==> src/rtl/bit_serializer_if.sv <==
// Parallel-word / serial-line bundle between a serializer and its bit-select mux.
// The serializer drives ch/sel/tx/busy/done and consumes data/start/mux_out.
`timescale 1ns/1ps

interface bit_serializer_if #(
    parameter int n = 3
) ();
    logic [2**n-1:0] data;
    logic            start;
    logic [2**n-1:0] ch;
    logic [n-1:0]    sel;
    logic            mux_out;
    logic            tx;
    logic            busy;
    logic            done;

    // Handshake: a word is taken on the rising edge where start=1 and busy=0.
    // While busy=1, start and data are ignored. done pulses for one cycle when
    // the stop bit completes, and busy is already low in that cycle.
    modport master (
        output data, start, mux_out,
        input  ch, sel, tx, busy, done
    );

    modport slave (
        input  data, start, mux_out,
        output ch, sel, tx, busy, done
    );
endinterface

==> src/rtl/bit_serializer.sv <==
// UART-style framer: start bit, 2**n data bits (LSB first) from an external mux, stop bit.
// Each bit lasts BAUD_DIV cycles; tx is the registered line value, one cycle behind state.
`timescale 1ns/1ps

module bit_serializer #(
    parameter int n        = 3,
    parameter int BAUD_DIV = 104
) (
    input  logic             clk,
    input  logic             rst,
    bit_serializer_if.slave  bus,
    output logic [1:0]       dbg_state
);
    localparam int W  = 2**n;
    localparam int CW = $clog2(BAUD_DIV);
    localparam logic [CW-1:0] CNT_MAX = CW'(BAUD_DIV - 1);
    localparam logic [n-1:0]  SEL_MAX = n'(W - 1);

    typedef enum logic [1:0] {
        S_IDLE  = 2'd0,
        S_START = 2'd1,
        S_DATA  = 2'd2,
        S_STOP  = 2'd3
    } state_t;

    state_t          state_q, state_d;
    logic [CW-1:0]   cnt_q, cnt_d;
    logic [n-1:0]    sel_q, sel_d;
    logic [W-1:0]    ch_q, ch_d;
    logic            tx_q, tx_d;
    logic            busy_q, busy_d;
    logic            done_q, done_d;
    logic            tick;
    logic            line;

    always_ff @(posedge clk or posedge rst) begin
        if (rst) begin
            state_q <= S_IDLE;
            cnt_q   <= '0;
            sel_q   <= '0;
            ch_q    <= '0;
            tx_q    <= 1'b1;
            busy_q  <= 1'b0;
            done_q  <= 1'b0;
        end else begin
            state_q <= state_d;
            cnt_q   <= cnt_d;
            sel_q   <= sel_d;
            ch_q    <= ch_d;
            tx_q    <= tx_d;
            busy_q  <= busy_d;
            done_q  <= done_d;
        end
    end

    always_comb begin
        state_d = state_q;
        cnt_d   = cnt_q;
        sel_d   = sel_q;
        ch_d    = ch_q;
        done_d  = 1'b0;
        line    = 1'b1;
        tick    = (cnt_q == CNT_MAX);

        case (state_q)
            S_IDLE: begin
                line = 1'b1;
                if (bus.start) begin
                    ch_d    = bus.data;
                    sel_d   = '0;
                    cnt_d   = '0;
                    state_d = S_START;
                end
            end
            S_START: begin
                line = 1'b0;
                if (tick) state_d = S_DATA;
            end
            S_DATA: begin
                // The mux returns ch[sel] combinationally; tx_q registers it.
                line = bus.mux_out;
                if (tick) begin
                    if (sel_q == SEL_MAX) begin
                        state_d = S_STOP;
                        sel_d   = '0;
                    end else begin
                        sel_d = sel_q + n'(1);
                    end
                end
            end
            S_STOP: begin
                line = 1'b1;
                if (tick) begin
                    state_d = S_IDLE;
                    done_d  = 1'b1;
                end
            end
            default: begin
                state_d = S_IDLE;
            end
        endcase

        if (state_q != S_IDLE) begin
            cnt_d = tick ? '0 : cnt_q + CW'(1);
        end

        tx_d   = line;
        busy_d = (state_d != S_IDLE);
    end

    assign bus.ch    = ch_q;
    assign bus.sel   = sel_q;
    assign bus.tx    = tx_q;
    assign bus.busy  = busy_q;
    assign bus.done  = done_q;
    assign dbg_state = state_q;
endmodule

==> src/flat_wrapper.sv <==
// flat-port wrapper written by rule: the top's interface ports become plain ports
module bit_serializer_flat 
#(
    parameter int n        = 3,
    parameter int BAUD_DIV = 104
)
  (clk, rst, dbg_state, bus_data, bus_start, bus_mux_out, bus_ch, bus_sel, bus_tx, bus_busy, bus_done);
  bit_serializer_if #(.n(n)) bus_i ();
  input  logic clk;
  input  logic rst;
  output logic [1:0] dbg_state;
  input wire logic [$bits(bus_i.data)-1:0] bus_data;
  input wire logic [$bits(bus_i.start)-1:0] bus_start;
  input wire logic [$bits(bus_i.mux_out)-1:0] bus_mux_out;
  output wire logic [$bits(bus_i.ch)-1:0] bus_ch;
  output wire logic [$bits(bus_i.sel)-1:0] bus_sel;
  output wire logic [$bits(bus_i.tx)-1:0] bus_tx;
  output wire logic [$bits(bus_i.busy)-1:0] bus_busy;
  output wire logic [$bits(bus_i.done)-1:0] bus_done;
  assign bus_i.data = bus_data;
  assign bus_i.start = bus_start;
  assign bus_i.mux_out = bus_mux_out;
  assign bus_ch = bus_i.ch;
  assign bus_sel = bus_i.sel;
  assign bus_tx = bus_i.tx;
  assign bus_busy = bus_i.busy;
  assign bus_done = bus_i.done;
  bit_serializer #(.n(n), .BAUD_DIV(BAUD_DIV)) u_core (.clk(clk), .rst(rst), .bus(bus_i), .dbg_state(dbg_state));
endmodule
==> config.mk <==
export PLATFORM = sky130hd
export DESIGN_NAME = bit_serializer_flat
export DESIGN_NICKNAME = d
export VERILOG_FILES = /design/src/rtl/bit_serializer_if.sv /design/src/rtl/bit_serializer.sv /design/src/flat_wrapper.sv
export SDC_FILE = /design/constraint.sdc
export NUM_CORES = 1
export LEC_CHECK = 0
export ABC_AREA = 0
export CAP_MARGIN = 15
export CORE_ASPECT_RATIO = 1.75
export CORE_MARGIN = 5
export CORE_UTILIZATION = 46
export CTS_BUF_LIST = sky130_fd_sc_hd__clkbuf_16
export DETAILED_ROUTE_END_ITERATION = 7
export PLACE_DENSITY = 0.76
export SYNTH_ARGS = -nofsm -noshare
export SYNTH_HDL_FRONTEND = slang
export SYNTH_SLANG_ARGS = --single-unit
==> constraint.sdc <==
create_clock -name clk -period 2.3 [get_ports clk]
set_input_delay 0.345 -clock clk [delete_from_list [all_inputs] [get_ports clk]]
set_output_delay 0.345 -clock clk [all_outputs]
set_load 0.005 [all_outputs]
### Yosys cells after proc, flatten, opt, wreduce, memory -nomap -nowiden

Index checks and enable logic that the tools add are counted.

* register bits after elaboration: 23
* input port bits: 12
* output and inout bits: 16
* logic and storage cells: 43

* add/subtract/negate cells: 2
* eq/ne operators: 7
* multiplexer cells: 17
* reduce and logical (&&, ||, !) cells: 10

Operators by type and width (count)
* $mux 7: 4
* $mux 2: 5
* $reduce_bool 2->1: 5
* $mux 3: 3
* $pmux 2 s4: 1
* $add 7x1->7 const B: 1
* $eq 7x7->1 const B: 1
* $pmux 3 s2: 1
* $eq 2x2->1 const B: 2
* $reduce_and 2->1: 2
* $add 3x1->3 const B: 1
* $eq 3x3->1 const B: 1
* $pmux 1 s3: 1
* $reduce_and 3->1: 1
* $eq 2x1->1 const B: 1
* $logic_not 2->1: 1
* $mux 1: 2
* $ne 2x1->1 const B: 1
* $ne 2x2->1 const B: 1
* $reduce_or 2->1: 1

### Depth between registers and ports, before layout

Gate-level depths: netlist (run 1).

* word-level depth: 5
* gate-level depth with buffers: 7
* mapped depth without buffers: 6

### Least setup slack after synthesis (run 1)

No wires, ideal clock.

* path type: register to register
* from: reg u_core.cnt_q[0]
* to: reg u_core.state_q[1], in the netlist u_core.dbg_state[1]
* setup time: 0.129 ns
* data arrival time: 1.573 ns
* data required time: 2.171 ns
* slack: 0.598 ns
* cell stages (with the launch flop): 7
* buffers on the path: 1
* period minus slack after synthesis: 1.702 ns
* cells stage by stage: dfrtp_1 -> ha_1 -> nand3_2 -> or3_1 -> buf_6 -> a2111oi_4 -> nor2_1

* word-level cells in the longest chain between the ends: 3
* elaborated cells on any way between the ends: 5
* classes of those cells: 1 x eq/ne; 4 x mux

Ends and longest elaborated chain
* start, declared: RTL line bit_serializer.sv:27 `logic [CW-1:0] cnt_q, cnt_d;`
* start signal, assigned: RTL line bit_serializer.sv:47 `cnt_q <= cnt_d;`
* $eq 7x7->1 *: RTL line bit_serializer.sv:63 `tick = (cnt_q == CNT_MAX);`
* $mux 2, on equally long branches: RTL line bit_serializer.sv:93, bit_serializer.sv:77, bit_serializer.sv:82
* $pmux 2 s4 *: RTL line bit_serializer.sv:65 `case (state_q)`
* named net u_core.state_d[1]: RTL line bit_serializer.sv:26 `state_t state_q, state_d;`
* end signal, assigned: RTL line bit_serializer.sv:46 `state_q <= state_d;`
* end, declared: RTL line bit_serializer.sv:26

The timed path passes the listed nets; every way through them passes the cells marked *.
A chain may end at the register's enable or synchronous reset.

### Worst setup path in the final report (run 1)

Same ends and word-level chain as after synthesis.

==> results of run 1 <==
metrics by stage:
stage	cell area [um2]	setup WS, ns	hold WS, ns	utilization (%)	cells
finish	1570	0.409	0.427	63.0	169
global route	1570	0.281	0.474	63.0	169
CTS	1570	0.381	0.447	63.0	169
detailed placement	1490	0.405	0.493	59.8	165
global placement	1490	0.492	0.486	59.8	165
floorplan	1200	0.598	0.346	-	116
worst max-delay path: stages, from the launching register on:
cell and delay (ns):
dfrtp_1 0.38, ha_1 0.24, nand3_2 0.11, or3_1 0.52, a2111oi_4 0.43, nor2_1 0.09
report_power, final:
group | switching (W) | internal (W) | leakage, nW
registers | 0 | 0.000405 | 0.282
clock network | 0.000150 | 0.000233 | 0.0423
logic | 0.0000123 | 0.0000179 | 0.320
registers in the layout, summed over array words and instances (netlist names):
register and count:
u_core.bus.ch 8, u_core.cnt_q 7, u_core.bus.busy 1, u_core.dbg_state 2, u_core.bus.tx 1, u_core.bus.sel 3, u_core.bus.done 1
area by class of cell:
cell class | count | area (um2)
fillers | 218 | 923
multi-input cells | 83 | 581
well taps | 26 | 32.5
inverters | 4 | 15.0
repair buffers | 29 | 285
clock buffers | 3 | 75.1
clock inverters | 1 | 3.75
flip-flops and latches | 23 | 577
logic make-up after synthesis:
family | count (synthesis)
AO/OA/AOI/OAI | 26
XOR/XNOR | 2
adder cells (fa/ha/maj) | 8
buffers and inverters | 10
flip-flops | 23
multiplexers | 8
AND/OR/NAND/NOR | 39
path summary, 6_finish.rpt:
kind | start | end | slack [ns] | depth (start not counted)
min in group clk | u_core.bus.ch[2] | u_core.bus.ch[2] | 0.50 | 1
worst min-delay path | rst | u_core.bus.ch[3] | 0.43 | 3
worst max-delay path | u_core.cnt_q[0] | u_core.dbg_state[1] | 0.41 | 5
max in group asynchronous | rst | u_core.bus.tx | 1.59 | 3
worst min register to register | u_core.bus.ch[2] | u_core.bus.ch[2] | 0.50 | 1
worst max register to register | u_core.cnt_q[0] | u_core.dbg_state[1] | 0.41 | 5
cell usage in the layout, fill, tap and decap left out:
| cell | instances |
|---|---|
| and2_1 | 1 |
| a2111oi_4 | 1 |
| o2111ai_1 | 1 |
| dfstp_2 | 1 |
| nor4_1 | 1 |
| o21ai_0 | 13 |
| xor2_1 | 2 |
| mux2_2 | 8 |
| nor2_1 | 4 |
| a31oi_1 | 1 |
| dfrtp_1 | 22 |
| o22ai_1 | 2 |
| nand3_2 | 1 |
| o311ai_1 | 1 |
| nor2b_1 | 3 |
| clkbuf_16 | 3 |
| nand2_1 | 12 |
| or2b_1 | 1 |
| nor3_1 | 2 |
| buf_4 | 2 |
| nor4b_1 | 1 |
| nand2b_1 | 3 |
| o21a_1 | 1 |
| o31ai_1 | 2 |
| ha_1 | 8 |
| nand4b_1 | 1 |
| inv_1 | 5 |
| a21oi_1 | 3 |
| nand3_1 | 8 |
| clkdlybuf4s50_1 | 27 |
| or3_1 | 1 |
| o21ai_1 | 1 |
layer usage:
metal	track usage [%]	vias up	share of wire (%)	wire length (um)
li1	-	464	-	-
met1	17.7	493	37	1050
met2	28.7	26	56	1580
met3	2.30	8	3.6	102
met4	8.36	0	3.1	88
met5	0	-	0	0
==> flow_metrics.tcl, run 1 <==
set metrics [dict create \
    vias 991 \
    die_y_um 77.6 \
    period_share_pct 82.2 \
    synthMuxAreaShare_pct 7.49 \
    grt_pass1_wl_um 4880 \
    synth_fa_ha_area_share_pct 8.32 \
    slew-limit-headroom_pct 56.5 \
    die_width_um 48.7 \
    overflow 0 \
    synth_cell_types 31 \
    start_util_pct 48.2 \
    synthXorXnorAreaFrac_pct 1.46 \
    synth_compound_gate_area_share_pct 14.3 \
    dp_hpwl_um 2110 \
    syn-num-nets 136 \
    drv_slew 0 \
    htree_levels 1 \
    clk_pin_slew_worst_paths_ns 0.06 \
    leakagePower_nw 0.644 \
    drcViolationCount 0 \
    async_flop_share_pct 100 \
    drive_above_1_share_pct 11.2 \
    holdBufCountCts 0 \
    synth_common_cells "22 x dfrtp_1, 13 x o21ai_0, 12 x nand2_1" \
    first_iter_violations 17 \
    yosysTopAreaCellShare_pct 45.8 \
    vias_per_cell 5.86 \
    cts_buffers 3 \
    end_kind "flip-flop" \
    finalSetupViolCount 0 \
    ys.flop_type "dfrtp_1" \
    yosysMostFrequentCell "dfrtp_1" \
    hold_viol 0 \
    cts_tree "yes" \
    cts.repair.resized 0 \
    worstMarginPinSlew_ns 0.648 \
    numPortBuffers 27 \
    yosys-top-cells-area "dfrtp_1 46%, ha_1 8.3%, mux2_2 7.5%" \
    routabilityCongestion 0.760 \
    clk_latency_ns 0.26 \
    status "finished, final reports clean" \
    cap_violations 0 \
    io_pins 28 \
    grt_max_degree 24 \
    cp_max_fo 8 \
    fin_skew_ns 0.00223 \
    clk_path_buf_depth 2 \
    rows 24 \
    grt_use_total_pct 16.0 \
    worstSetupStartpointType "flip-flop" \
    cts_sinks 23 \
    yosysWarnings 0 \
    route.antenna.remaining_nets 0 \
    drt-pass1-iter-count 4 \
    cellPowerDensity_nw_per_um2 521 \
    synth_area_leader_cell "dfrtp_1" \
    vdd_drop_max_v 0.000369 \
    grt_antenna_before_repair 0 \
    synth_top_family_by_area "simple AND/OR/NAND/NOR gates" \
    grt_setup_unrepaired "false" \
    postCtsSetupRepairBufs 0 \
    synth_seq_area_share_pct 48.0 \
    cp.arrival_ns 2.03 \
    fmax_ghz 0.529 \
    final_nets 164 \
    crit_required_ns 2.44 \
    finalPower_w 0.000817 \
    synth_cells 116 \
    fin_tns_setup_ns 0 \
    wirelength_um 2820 \
    syn_to_final_growth_pct 30.5 \
    yosys.area_share.simple_pct 16.8 \
    syn_avg_cell_area_um2 10.4 \
    synth_edf_count 0 \
    hold_path_class "input port to async pin" \
    criticalPathCategory "flip-flop to flip-flop" \
    antenna_cells 0 \
    clockRootBuffer "clkbuf_16" \
    syn-cell-area_um2 1200 \
    placeableCoreArea_um2 2490 \
    wire_per_inst_um 16.7 \
    fin_crit_ns 1.89 \
    fp.dieArea_um2 3780 \
    grt_pass1_vias 1060 \
    synth_seq_cells 23 \
]
Power figures use the tool's default switching activity.
==> inputs of run 2 (changes only) <==
--- a/config.mk
+++ b/config.mk
@@ -9,10 +9,10 @@
 export CAP_MARGIN = 15
 export CORE_ASPECT_RATIO = 1.75
 export CORE_MARGIN = 5
-export CORE_UTILIZATION = 46
+export CORE_UTILIZATION = 44
 export CTS_BUF_LIST = sky130_fd_sc_hd__clkbuf_16
 export DETAILED_ROUTE_END_ITERATION = 7
-export PLACE_DENSITY = 0.76
+export PLACE_DENSITY = 0.77
 export SYNTH_ARGS = -nofsm -noshare
 export SYNTH_HDL_FRONTEND = slang
 export SYNTH_SLANG_ARGS = --single-unit
==> constraint.sdc (replaced) <==
create_clock -name clk -period 1.57 [get_ports clk]
set_input_delay 0.2355 -clock clk [delete_from_list [all_inputs] [get_ports clk]]
set_output_delay 0.2355 -clock clk [all_outputs]
set_load 0.005 [all_outputs]
==> flow_metrics.tcl, run 2 (synthesized netlist as in run 1, its figures left out) <==
set metrics [dict create \
    status "finished, final reports clean" \
    grt_pass1_vias 1073 \
    io_pins 28 \
    slowest_delay_ns 0.36 \
    fin_ws_ns 0.0181 \
    r2r_cells 5 \
    finalSetupViolCount 0 \
    grt_setup_unrepaired "true" \
    placeableCoreArea_um2 2660 \
    cp.arrival_ns 1.68 \
    drv_slew 0 \
    cts_buffers 3 \
    grt_use_total_pct 16.2 \
    clk_latency_ns 0.26 \
    criticalPathCategory "flip-flop to flip-flop" \
    rows 25 \
    dp_hpwl_um 2210 \
    fin_crit_ns 1.55 \
    vias 1015 \
    drive_above_1_share_pct 24.5 \
    cts_tree "yes" \
    worstMarginPinSlew_ns 0.416 \
    die_width_um 49.5 \
    leakagePower_nw 0.721 \
    path_cells "ha_2, nand3_2, or3_4, a2111oi_4, a31oi_1" \
    layout_common_cells "27 x clkdlybuf4s50_1, 22 x dfrtp_1, 18 x buf_4" \
    pre_cts_ws_ns -0.0694 \
    rrSetupSlack_ns 0.02 \
    start_util_pct 45.2 \
    slew-limit-headroom_pct 72.2 \
    post-route-util_pct 64.6 \
    fin_skew_ns 0.00277 \
    clockRootBuffer "clkbuf_16" \
    period_share_pct 98.8 \
    routabilityCongestion 0.789 \
    route.antenna.remaining_nets 0 \
    holdBufCountCts 0 \
    r2r-end "u_core.bus.busy" \
    die_y_um 79.2 \
    overflow 0 \
    first_iter_violations 15 \
    syn_to_final_growth_pct 42.8 \
    grt_antenna_before_repair 0 \
    vdd_drop_max_v 0.000862 \
    worstSetupStartpointType "flip-flop" \
    grt_pass1_wl_um 4990 \
    r2r_start "u_core.cnt_q[1]" \
    htree_levels 1 \
    cellPowerDensity_nw_per_um2 690 \
    cp_max_fo 2 \
    clk_pin_slew_worst_paths_ns 0.06 \
    grt_max_degree 24 \
    antenna_cells 0 \
    hold_path_class "input port to async pin" \
    drcViolationCount 0 \
    crit_required_ns 1.70 \
    fmax_ghz 0.644 \
    largest_reg_flops 8 \
    vias_per_cell 5.46 \
    final_nets 180 \
    cts_sinks 23 \
    wire_per_inst_um 15.6 \
    end_kind "flip-flop" \
    cap_violations 0 \
    fp.dieArea_um2 3920 \
    wirelength_um 2910 \
    hold_viol 0 \
    clk_path_buf_depth 2 \
    drt-pass1-iter-count 4 \
    numPortBuffers 27 \
    final_common_cell "clkdlybuf4s50_1" \
    cp_slowest_cell "dfrtp_1" \
]
run 2: cell type report:
| type | count | area [um2] |
|---|---|---|
| Clock buffer | 3 | 75.1 |
| Clock inverter | 1 | 3.75 |
| Fill cell | 210 | 942 |
| Inverter | 4 | 15.0 |
| Multi-Input combinational cell | 83 | 607 |
| Sequential cell | 23 | 577 |
| Tap cell | 27 | 33.8 |
| Timing Repair Buffer | 45 | 405 |
run 2: metal layers:
metal  GRT usage, %  vias to the layer above  wire (um)
li1               -                      491          -
met1           17.3                      497       1090
met2           30.5                       23       1670
met3           1.88                        4         97
met4           7.61                        0         53
met5              0                        -          0
run 2: timing repair:
item                                    in CTS  in global routing
setup buffers                                1                  0
endpoints found under the setup margin       8                  8
gates resized for setup                      3                  3
pin swaps                                    0                  2
run 2: per-stage QoR:
step                      total power (W)  std cells  cell area (um2)  hold slack [ns]  TNS (ns)
after floorplan                  0.000615        116             1200            0.237   -0.0316
after global placement           0.000650        181             1610            0.487         0
after detailed placement         0.000651        181             1610            0.492    -0.220
after CTS                         0.00119        186             1710            0.330         0
after global routing              0.00122        186             1720            0.394    -0.306
final                             0.00118        186             1720            0.322         0
run 2: worst max-delay path: cells and delay by family (launching register included):
kind | cells | cell delay [ns]
compound gates | 2 | 0.40
fa+ha+maj | 1 | 0.20
flops | 1 | 0.36
simple gates | 2 | 0.45
run 2: power breakdown:
group	internal (W)	switching (W)	leakage [nW]
Sequential	0.000593	0	0.282
Combinational	0.0000277	0.0000190	0.397
Clock	0.000340	0.000205	0.0423
Total	0.000961	0.000224	0.721
run 2: how the worst max path moves through the flow:
stage,slack [ns],to,from,cells after the start
after floorplan,-0.02,u_core.bus.busy,u_core.cnt_q[0],6
after global placement,0.008,u_core.bus.sel[0],bus_start,5
after detailed placement,-0.07,u_core.bus.sel[2],u_core.cnt_q[1],5
after CTS,0.008,u_core.cnt_q[5],u_core.cnt_q[1],6
after global routing,-0.08,u_core.bus.busy,u_core.cnt_q[1],5
final,0.02,u_core.bus.busy,u_core.cnt_q[1],5
==> inputs of run 3 (changes only) <==
==> constraint.sdc (replaced) <==
create_clock -name clk -period 1.57 [get_ports clk]
set_input_delay 0.471 -clock clk [delete_from_list [all_inputs] [get_ports clk]]
set_output_delay 0.471 -clock clk [all_outputs]
set_load 0.005 [all_outputs]
==> flow_metrics.tcl, run 3 (synthesized netlist as in run 1, its figures left out) <==
set metrics [dict create \
    cp_max_fo 3 \
    wl_met2_um 1870 \
    clk_pin_slew_worst_paths_ns 0.06 \
    slew-limit-headroom_pct 80.8 \
    rows 25 \
    worstSetupStartpointType "flip-flop" \
    hold_path_class "input port to async pin" \
    fmax_ghz 0.640 \
    vdd_drop_max_v 0.000819 \
    start_util_pct 45.2 \
    syn_to_final_growth_pct 48.7 \
    fin_crit_ns 1.56 \
    pre_cts_ws_ns -0.276 \
    wl_met3_um 96 \
    numPortBuffers 27 \
    cap_violations 0 \
    die_y_um 79.2 \
    wirelength_um 3220 \
    met1Wirelength_um 1220 \
    placeableCoreArea_um2 2660 \
    leakagePower_nw 0.811 \
    cts_sinks 23 \
    cts_buffers 3 \
    die_width_um 49.5 \
    antenna_cells 0 \
    post-route-util_pct 67.2 \
    drive_above_1_share_pct 28.0 \
    worstMarginPinSlew_ns 0.288 \
    status "finished, final reports clean" \
    grt_pass1_vias 1139 \
    final_nets 185 \
    grt_pass1_wl_um 5310 \
    criticalPathCategory "flip-flop to flip-flop" \
    vias 1051 \
    crit_required_ns 1.70 \
    drcViolationCount 0 \
    clockRootBuffer "clkbuf_16" \
    fp.dieArea_um2 3920 \
    overflow 0 \
    htree_levels 1 \
    end_kind "flip-flop" \
    first_iter_violations 27 \
    vias_per_cell 5.50 \
    final_common_cell "dfrtp_1" \
    clk_path_buf_depth 2 \
    drt-pass1-iter-count 4 \
    stdcell_area_um2 1790 \
    largest_reg_flops 8 \
    grt_max_degree 15 \
    top_layer_used "met4" \
    grt_setup_unrepaired "true" \
    wire_per_inst_um 16.9 \
    period_share_pct 99.5 \
    cp.arrival_ns 1.69 \
    grt_antenna_before_repair 0 \
    drv_slew 0 \
    fin_tns_setup_ns 0 \
    dp_hpwl_um 2290 \
    route.antenna.remaining_nets 0 \
    fin_ws_ns 0.00736 \
    clk_latency_ns 0.25 \
    fin_skew_ns 0.00236 \
    routabilityCongestion 0.837 \
    finalSetupViolCount 0 \
    final_cells 191 \
    placed_cells 183 \
    cts_tree "yes" \
    place_area_um2 1650 \
    layout_common_cells "22 x dfrtp_1, 21 x buf_4, 15 x dlygate4sd2_1" \
    io_pins 28 \
    hold_viol 0 \
    grt_use_total_pct 16.9 \
    cellPowerDensity_nw_per_um2 669 \
]
[run 3: changes by cell type in the layout (fill, tap and decap cells not counted), sizes merged]
| cell | change |
|---|---|
| clkdlybuf4s50 | -16 |
| dlymetal6s2s | +1 |
| dlygate4sd2 | +15 |
| buf | +5 |
| inv | -1 |
| clkinv | +1 |
[run 3: worst paths after layout]
kind / from / end / slack (ns) / cells after the start
setup / recovery: u_core.cnt_q[1] / u_core.bus.busy / 0.007 / 5
hold / removal: rst / u_core.dbg_state[1] / 0.44 / 2
setup reg to reg: u_core.cnt_q[1] / u_core.bus.busy / 0.007 / 5
hold reg to reg: u_core.bus.ch[4] / u_core.bus.ch[4] / 0.50 / 1
max in group asynchronous: rst / u_core.bus.sel[1] / 0.68 / 3
min in group clk: u_core.bus.ch[4] / u_core.bus.ch[4] / 0.50 / 1
[run 3: cell type report]
type	instances	area, um2
Sequential cell	23	577
Clock buffer	3	75.1
Inverter	4	15.0
Multi-Input combinational cell	83	631
Timing Repair Buffer	50	452
Fill cell	195	871
Clock inverter	1	5.00
Tap cell	27	33.8
[run 3: metal layers]
layer  track usage, %  vias to the layer above
met1             18.6                      511
met3             1.31                        4
met4             5.25                        0
met5                0                        -
met2             32.9                       24
li1                 -                      512
[run 3: worst max-delay path: stages, from the launching register on]
cell and delay, ns:
dfrtp_1 0.37, ha_2 0.20, nand3_2 0.09, or3_4 0.37, a2111oi_4 0.33, a31oi_1 0.07
[run 3: power breakdown]
part | leakage, nW | internal, W | switching (W) | total [W]
Combinational | 0.488 | 0.0000294 | 0.0000209 | 0.0000502
Clock | 0.0409 | 0.000343 | 0.000210 | 0.000553
Sequential | 0.282 | 0.000593 | 0 | 0.000593
[run 3: timing repair]
action,CTS,global route
gates resized for setup,17,9
buffers inserted,4,0
cloned,0,0
hold buffers,0,0
setup endpoints to repair,22,8
[run 3: through the flow]
| stage | hold slack [ns] | power (W) |
|---|---|---|
| final | 0.436 | 0.00120 |
| after global routing | 0.480 | 0.00123 |
| after CTS | 0.435 | 0.00121 |
| after detailed placement | 0.491 | 0.000654 |
| after global placement | 0.487 | 0.000652 |
| after floorplan | 0.472 | 0.000615 |
